### config.mk
export PLATFORM = sky130hd
export DESIGN_NAME = mem_copy_engine_flat
export DESIGN_NICKNAME = d
export VERILOG_FILES = /design/src/rtl/mem_copy_engine_if.sv /design/src/rtl/mem_copy_engine.sv /design/src/flat_wrapper.sv
export SDC_FILE = /design/constraint.sdc
export NUM_CORES = 1
export LEC_CHECK = 0
export BUFFER_PORTS_ARGS = -buffer_cell sky130_fd_sc_hd__buf_2
export CAP_MARGIN = 20
export CORE_MARGIN = 10
export CORE_UTILIZATION = 52
export CTS_CLUSTER_SIZE = 25
export DETAILED_ROUTE_END_ITERATION = 6
export PLACE_DENSITY = 0.82
export SYNTH_ARGS = -nofsm -noshare
export SYNTH_HDL_FRONTEND = slang
export SYNTH_SLANG_ARGS = --single-unit
### constraint.sdc
create_clock -name clk -period 3.3 [get_ports clk]
set_input_delay 0.66 -clock clk [delete_from_list [all_inputs] [get_ports clk]]
set_output_delay 0.66 -clock clk [all_outputs]
set_load 0.005 [all_outputs]
### src/rtl/mem_copy_engine_if.sv
// Memory-side bus between the copy engine and the 32-entry data memory.
// master: engine (drives addr/wdata/read/write, consumes rdata).
// slave:  memory (consumes strobes, returns combinational rdata).
interface mem_copy_engine_if #(
    parameter int AW = 8,
    parameter int DW = 8
);
    logic [AW-1:0] mem_addr;
    logic [DW-1:0] mem_wdata;
    logic          mem_read;
    logic          mem_write;
    logic [DW-1:0] mem_rdata;

    modport master (
        output mem_addr,
        output mem_wdata,
        output mem_read,
        output mem_write,
        input  mem_rdata
    );

    modport slave (
        input  mem_addr,
        input  mem_wdata,
        input  mem_read,
        input  mem_write,
        output mem_rdata
    );
endinterface

### src/rtl/mem_copy_engine.sv
// Byte-wide copy (memmove) / fill sequencer for the data memory.
// Ports: clk, reset (sync, active-low), request inputs start/mode/
// src_addr/dst_addr/length/fill_value, memory bus via mem (master),
// status outputs busy/done/error/checksum.
module mem_copy_engine #(
    parameter int AW    = 8,
    parameter int DW    = 8,
    parameter int DEPTH = 32
) (
    input  logic                clk,
    input  logic                reset,
    input  logic                start,
    input  logic                mode,
    input  logic [AW-1:0]       src_addr,
    input  logic [AW-1:0]       dst_addr,
    input  logic [5:0]          length,
    input  logic [DW-1:0]       fill_value,
    mem_copy_engine_if.master   mem,
    output logic                busy,
    output logic                done,
    output logic                error,
    output logic [DW-1:0]       checksum
);

    localparam logic [2:0] S_IDLE  = 3'd0;
    localparam logic [2:0] S_READ  = 3'd1;
    localparam logic [2:0] S_WRITE = 3'd2;
    localparam logic [2:0] S_FILL  = 3'd3;
    localparam logic [2:0] S_DONE  = 3'd4;

    logic [2:0]    state_q, state_d;
    logic [AW-1:0] src_q, src_d;
    logic [AW-1:0] dst_q, dst_d;
    logic [DW-1:0] fill_q, fill_d;
    logic [DW-1:0] hold_q, hold_d;
    logic [DW-1:0] checksum_q, checksum_d;
    logic [5:0]    off_q, off_d;
    logic [5:0]    rem_q, rem_d;
    logic          desc_q, desc_d;
    logic          error_q, error_d;

    // Range ends computed one bit wider than the address so that
    // base+length cannot wrap past DEPTH unnoticed.
    logic [AW:0] src_end;
    logic [AW:0] dst_end;
    logic        bad_req;
    logic        want_desc;

    always_comb begin
        src_end   = {1'b0, src_addr} + (AW+1)'(length);
        dst_end   = {1'b0, dst_addr} + (AW+1)'(length);
        bad_req   = (!mode && (src_end > (AW+1)'(DEPTH)))
                  || (dst_end > (AW+1)'(DEPTH));
        // Copying high-to-low when the destination is above the source
        // keeps overlapping ranges intact (memmove).
        want_desc = !mode && (dst_addr > src_addr);
    end

    always_comb begin
        state_d    = state_q;
        src_d      = src_q;
        dst_d      = dst_q;
        fill_d     = fill_q;
        hold_d     = hold_q;
        checksum_d = checksum_q;
        off_d      = off_q;
        rem_d      = rem_q;
        desc_d     = desc_q;
        error_d    = error_q;

        case (state_q)
            S_IDLE: begin
                if (start) begin
                    src_d      = src_addr;
                    dst_d      = dst_addr;
                    fill_d     = fill_value;
                    rem_d      = length;
                    desc_d     = want_desc;
                    off_d      = want_desc ? (length - 6'd1) : 6'd0;
                    checksum_d = '0;
                    error_d    = 1'b0;
                    if (bad_req) begin
                        error_d = 1'b1;
                        state_d = S_DONE;
                    end else if (length == 6'd0) begin
                        state_d = S_DONE;
                    end else if (mode) begin
                        state_d = S_FILL;
                    end else begin
                        state_d = S_READ;
                    end
                end
            end
            S_READ: begin
                hold_d  = mem.mem_rdata;
                state_d = S_WRITE;
            end
            S_WRITE, S_FILL: begin
                checksum_d = checksum_q
                           + ((state_q == S_FILL) ? fill_q : hold_q);
                rem_d      = rem_q - 6'd1;
                // Offset is frozen on the last byte so it never steps
                // outside 0..length-1.
                if (rem_q == 6'd1) begin
                    state_d = S_DONE;
                end else begin
                    off_d   = desc_q ? (off_q - 6'd1) : (off_q + 6'd1);
                    state_d = (state_q == S_FILL) ? S_FILL : S_READ;
                end
            end
            S_DONE: begin
                state_d = S_IDLE;
            end
            default: begin
                state_d = S_IDLE;
            end
        endcase
    end

    always_ff @(posedge clk) begin
        if (!reset) begin
            state_q    <= S_IDLE;
            src_q      <= '0;
            dst_q      <= '0;
            fill_q     <= '0;
            hold_q     <= '0;
            checksum_q <= '0;
            off_q      <= '0;
            rem_q      <= '0;
            desc_q     <= 1'b0;
            error_q    <= 1'b0;
        end else begin
            state_q    <= state_d;
            src_q      <= src_d;
            dst_q      <= dst_d;
            fill_q     <= fill_d;
            hold_q     <= hold_d;
            checksum_q <= checksum_d;
            off_q      <= off_d;
            rem_q      <= rem_d;
            desc_q     <= desc_d;
            error_q    <= error_d;
        end
    end

    always_comb begin
        mem.mem_addr  = '0;
        mem.mem_wdata = '0;
        mem.mem_read  = 1'b0;
        mem.mem_write = 1'b0;
        busy          = 1'b0;
        done          = 1'b0;
        case (state_q)
            S_READ: begin
                mem.mem_addr = src_q + AW'(off_q);
                mem.mem_read = 1'b1;
                busy         = 1'b1;
            end
            S_WRITE: begin
                mem.mem_addr  = dst_q + AW'(off_q);
                mem.mem_wdata = hold_q;
                mem.mem_write = 1'b1;
                busy          = 1'b1;
            end
            S_FILL: begin
                mem.mem_addr  = dst_q + AW'(off_q);
                mem.mem_wdata = fill_q;
                mem.mem_write = 1'b1;
                busy          = 1'b1;
            end
            S_DONE: begin
                done = 1'b1;
            end
            default: begin
                done = 1'b0;
            end
        endcase
    end

    assign error    = error_q;
    assign checksum = checksum_q;

endmodule

### src/flat_wrapper.sv
// flat-port wrapper written by rule: the top's interface ports become plain ports
module mem_copy_engine_flat 
#(
    parameter int AW    = 8,
    parameter int DW    = 8,
    parameter int DEPTH = 32
)
  (clk, reset, start, mode, src_addr, dst_addr, length, fill_value, busy, done, error, checksum, mem_mem_addr, mem_mem_wdata, mem_mem_read, mem_mem_write, mem_mem_rdata);
  mem_copy_engine_if #(.AW(AW), .DW(DW)) mem_i ();
  input  logic clk;
  input  logic reset;
  input  logic start;
  input  logic mode;
  input  logic [AW-1:0] src_addr;
  input  logic [AW-1:0] dst_addr;
  input  logic [5:0] length;
  input  logic [DW-1:0] fill_value;
  output logic busy;
  output logic done;
  output logic error;
  output logic [DW-1:0] checksum;
  output wire logic [$bits(mem_i.mem_addr)-1:0] mem_mem_addr;
  output wire logic [$bits(mem_i.mem_wdata)-1:0] mem_mem_wdata;
  output wire logic [$bits(mem_i.mem_read)-1:0] mem_mem_read;
  output wire logic [$bits(mem_i.mem_write)-1:0] mem_mem_write;
  input wire logic [$bits(mem_i.mem_rdata)-1:0] mem_mem_rdata;
  assign mem_mem_addr = mem_i.mem_addr;
  assign mem_mem_wdata = mem_i.mem_wdata;
  assign mem_mem_read = mem_i.mem_read;
  assign mem_mem_write = mem_i.mem_write;
  assign mem_i.mem_rdata = mem_mem_rdata;
  mem_copy_engine #(.AW(AW), .DW(DW), .DEPTH(DEPTH)) u_core (.clk(clk), .reset(reset), .start(start), .mode(mode), .src_addr(src_addr), .dst_addr(dst_addr), .length(length), .fill_value(fill_value), .mem(mem_i), .busy(busy), .done(done), .error(error), .checksum(checksum));
endmodule
==> impl_metrics.csv <==
group,metric,value,unit
status,status,"finished clean",
finish,layout_common_cells,"nand2_1, buf_2, nor2_1, a21oi_1, dfxtp_1",
synth,ys_ff_latch,57,
finish,layout_commonest_cell,"nand2_1",
floorplan,rows,32,
clocking,cts.htree.levels,3,
synth,yosys.cell_types.count,61,
global_routing,grt_pass1_wl,19.5,mm
synth,synth_xor_area_share,3.36,%
global_routing,grt_start_max_net_pins,41,
synth,synth_compound_area_share,19.6,%
critical_path,r2r_slack,0.26,ns
timing,worstMarginPinSlew,0.760,ns
detailed_routing,viasPerCell,5.91,
place,gp_congestion,0.898,
critical_path,setup.worst_path.end_class,"output port",
finish,layout-drive-gt1-share,21.7,%
timing,fin_ws,0.0790,ns
synth,synthMuxAreaShare,6.92,%
synth,syn_nets,627,
floorplan,core_area,7770,um^2
critical_path,critPathMaxFanout,7,
place,pre_cts_slack,0.250,ns
timing,tns,0,ns
synth,synth_top_family_by_area,"simple AND/OR/NAND/NOR gates",
critical_path,r2r_start,"u_core.state_q[2]$_SDFFE_PN0N_",
worst_hold_path,hp-class,"reg -> reg",
timing,skew,0.00973,ns
floorplan,die_area,12000,um^2
power_and_ir_drop,power_density,384,nW/um^2
clocking,clockBufferDepth,2,
clocking,cts_buffers,9,
synth,ys_warn_count,0,
finish,syn_to_final_growth,17.9,%
detailed_routing,vias,4254,
timing,fin_crit_sh,97.6,%
detailed_routing,ant_nets,0,
job,maxCapViolCount,0,
timing,setup_viol,0,
finish,finalInstanceArea,4920,um^2
critical_path,start_kind,"register",
finish,diodes,0,
detailed_routing,drt_wl_total,12.1,mm
critical_path,crit_type,"reg -> out",
timing,rsz0062_at_grt,"true",
timing,finalHoldViolCount,0,
floorplan,start_util,53.7,%
synth,netlist_instances,540,
detailed_routing,post-route-drc-count,0,
detailed_routing,firstDrtPassIters,5,
synth,ys_top_cells_by_area,"dfxtp_1, ha_1, nand2_1",
synth,yosysTopAreaCellShare,27.3,%
clocking,cts_root_buffer,"clkbuf_8",
timing,period_minus_slack,3.22,ns
global_routing,grt.overflow.total,0,
critical_path,critical_path_required,2.64,ns
finish,nets,700,
timing,drv_slew,0,
place,io_buffers,70,
floorplan,die_w,110,um
critical_path,crit_arrival,2.56,ns
synth,synth_edf_count,0,
worst_hold_path,hold_end,"u_core.dst_q[4]$_SDFFE_PN0P_",
place,placed_cell_area,4640,um^2
timing,max_freq,0.310,GHz
synth,yosys.area.top_type,"dfxtp_1",
global_routing,antenna_found_initial,0,
synth,synth-adder-area-share,14.4,%
synth,synth_ff_type,"dfxtp_1",
synth,async_flop_share,0,%
worst_hold_path,min_path_cells,2,
timing,slew_headroom,48.1,%
synth,syn-cell-area,4170,um^2
critical_path,rr_worst_depth,12,
clocking,cts_tree,"built",
synth,ys_seq_area_share,27.3,%
power_and_ir_drop,ir_worst_vdd,0.000211,V
global_routing,grt_usage,19.9,%
synth,syn_avg_cell_area,7.73,um^2
detailed_routing,wl_per_cell,16.8,um
detailed_routing,drtIter0Drc,379,
power_and_ir_drop,power_leakage,2.19,nW
floorplan,num_io_pins,71,
worst_hold_path,min_from,"u_core.dst_q[4]$_SDFFE_PN0P_",
place,dp_hpwl,9.04,mm
timing,hold-worst-slack,0.459,ns
global_routing,first_global_vias,4172,
clocking,cts.clk_slew.worst_paths,0.07,ns
clocking,cts_sinks,57,
floorplan,die_h,110,um
clocking,clk_latency,0.34,ns
critical_path,r2r_end,"u_core.checksum[6]$_SDFFE_PN0P_",
clocking,hold_buffers,0,
synth,synth-simple-area-share,22.8,%
## critical path: stages (launching register included)
cell	delay [ns]
dfxtp_2	0.33
nand2b_4	0.14
buf_6	0.12
nand2_1	0.05
nand2_1	0.07
ha_2	0.18
inv_2	0.05
fa_2	0.37
nor2b_2	0.16
o21ai_2	0.08
buf_4	0.13
buf_4	0.12
nand2_1	0.08
nor2_1	0.04
nor3_1	0.16
buf_2	0.15
## registers in the layout (all words and copies together) (netlist names)
| signal | flops |
|---|---|
| u_core.hold_q | 8 |
| u_core.fill_q | 8 |
| u_core.state_q | 3 |
| u_core.desc_q | 1 |
| u_core.rem_q | 6 |
| u_core.checksum | 8 |
| u_core.error | 1 |
| u_core.src_q | 8 |
| u_core.dst_q | 8 |
| u_core.off_q | 6 |
## Yosys cell counts (all sizes together), types with 3 or more instances
| cell type | instances |
|---|---|
| clkbuf | 16 |
| nor3b | 3 |
| nand2 | 79 |
| o21ai | 23 |
| or3 | 4 |
| dfxtp | 57 |
| nor3 | 12 |
| nand2b | 4 |
| or2 | 6 |
| nand3 | 15 |
| nor2b | 5 |
| nand4 | 3 |
| a211oi | 12 |
| and4 | 3 |
| fa | 5 |
| nand4b | 5 |
| xnor2 | 9 |
| buf | 8 |
| and2 | 5 |
| inv | 36 |
| a21o | 4 |
| a31oi | 4 |
| mux2 | 7 |
| nor2 | 58 |
| xor2 | 7 |
| a21oi | 56 |
| ha | 40 |
| mux2i | 21 |
## power by group
part / total, mW / internal [mW] / leakage, nW / switching (mW)
clock network: 0.741 / 0.445 / 0.113 / 0.296
registers: 0.754 / 0.724 / 0.467 / 0.0298
logic: 0.397 / 0.160 / 1.61 / 0.237
total: 1.89 / 1.33 / 2.19 / 0.563
## through the flow
stage / utilization, % / instances / power [mW]
3_5_place_dp: 59.7 / 699 / 1.15
3_3_place_gp: 59.7 / 699 / 1.13
4_1_cts: 62.7 / 716 / 1.88
5_1_grt: 63.4 / 720 / 1.98
2_1_floorplan: - / 540 / 1.03
6_report: 63.4 / 720 / 1.89
## cells by family (layout without fill, tap and decap cells)
family | after synthesis | in the layout
XOR/XNOR | 16 | 16
multiplexers | 28 | 28
AO/OA/AOI/OAI | 127 | 127
AND/OR/NAND/NOR | 207 | 207
flip-flops | 57 | 57
buffers and inverters | 60 | 138
adder cells (fa/ha/maj) | 45 | 45
## worst max-delay path by stage
stage,startpoint,endpoint,slack [ns],depth (start not counted)
finish,u_core.state_q[2]$_SDFFE_PN0N_,mem_mem_addr[4],0.08,15
global route,u_core.state_q[2]$_SDFFE_PN0N_,mem_mem_addr[5],-0.1,12
CTS,u_core.state_q[2]$_SDFFE_PN0N_,mem_mem_addr[6],0.008,14
detailed placement,u_core.state_q[2]$_SDFFE_PN0N_,mem_mem_addr[6],0.25,14
global placement,u_core.state_q[2]$_SDFFE_PN0N_,mem_mem_addr[6],0.39,14
floorplan,u_core.state_q[1]$_SDFFE_PN0N_,mem_mem_addr[6],0.07,14
## cell type report
cell class / instances / area (um^2)
flip-flops and latches: 57 / 1140
fillers: 666 / 2850
clock buffers: 11 / 141
multi-input cells: 423 / 2820
well taps: 102 / 128
inverters: 36 / 135
clock inverters: 5 / 78.8
repair buffers: 86 / 474
## routing by layer
metal / global-route usage, % / up-vias / share of wire (%)
li1: - / 2050 / -
met1: 24.7 / 2014 / 42
met2: 33.8 / 166 / 50
met3: 4.04 / 24 / 6.0
met4: 6.51 / 0 / 2.1
met5: 0 / - / 0
## what timing repair did
action,in CTS,in global routing
cloned,0,0
pin swaps,2,5
setup buffers,1,4
gates resized for setup,3,10
setup endpoints to repair,1,4
Note: power is estimated with default switching activity, not from simulation.
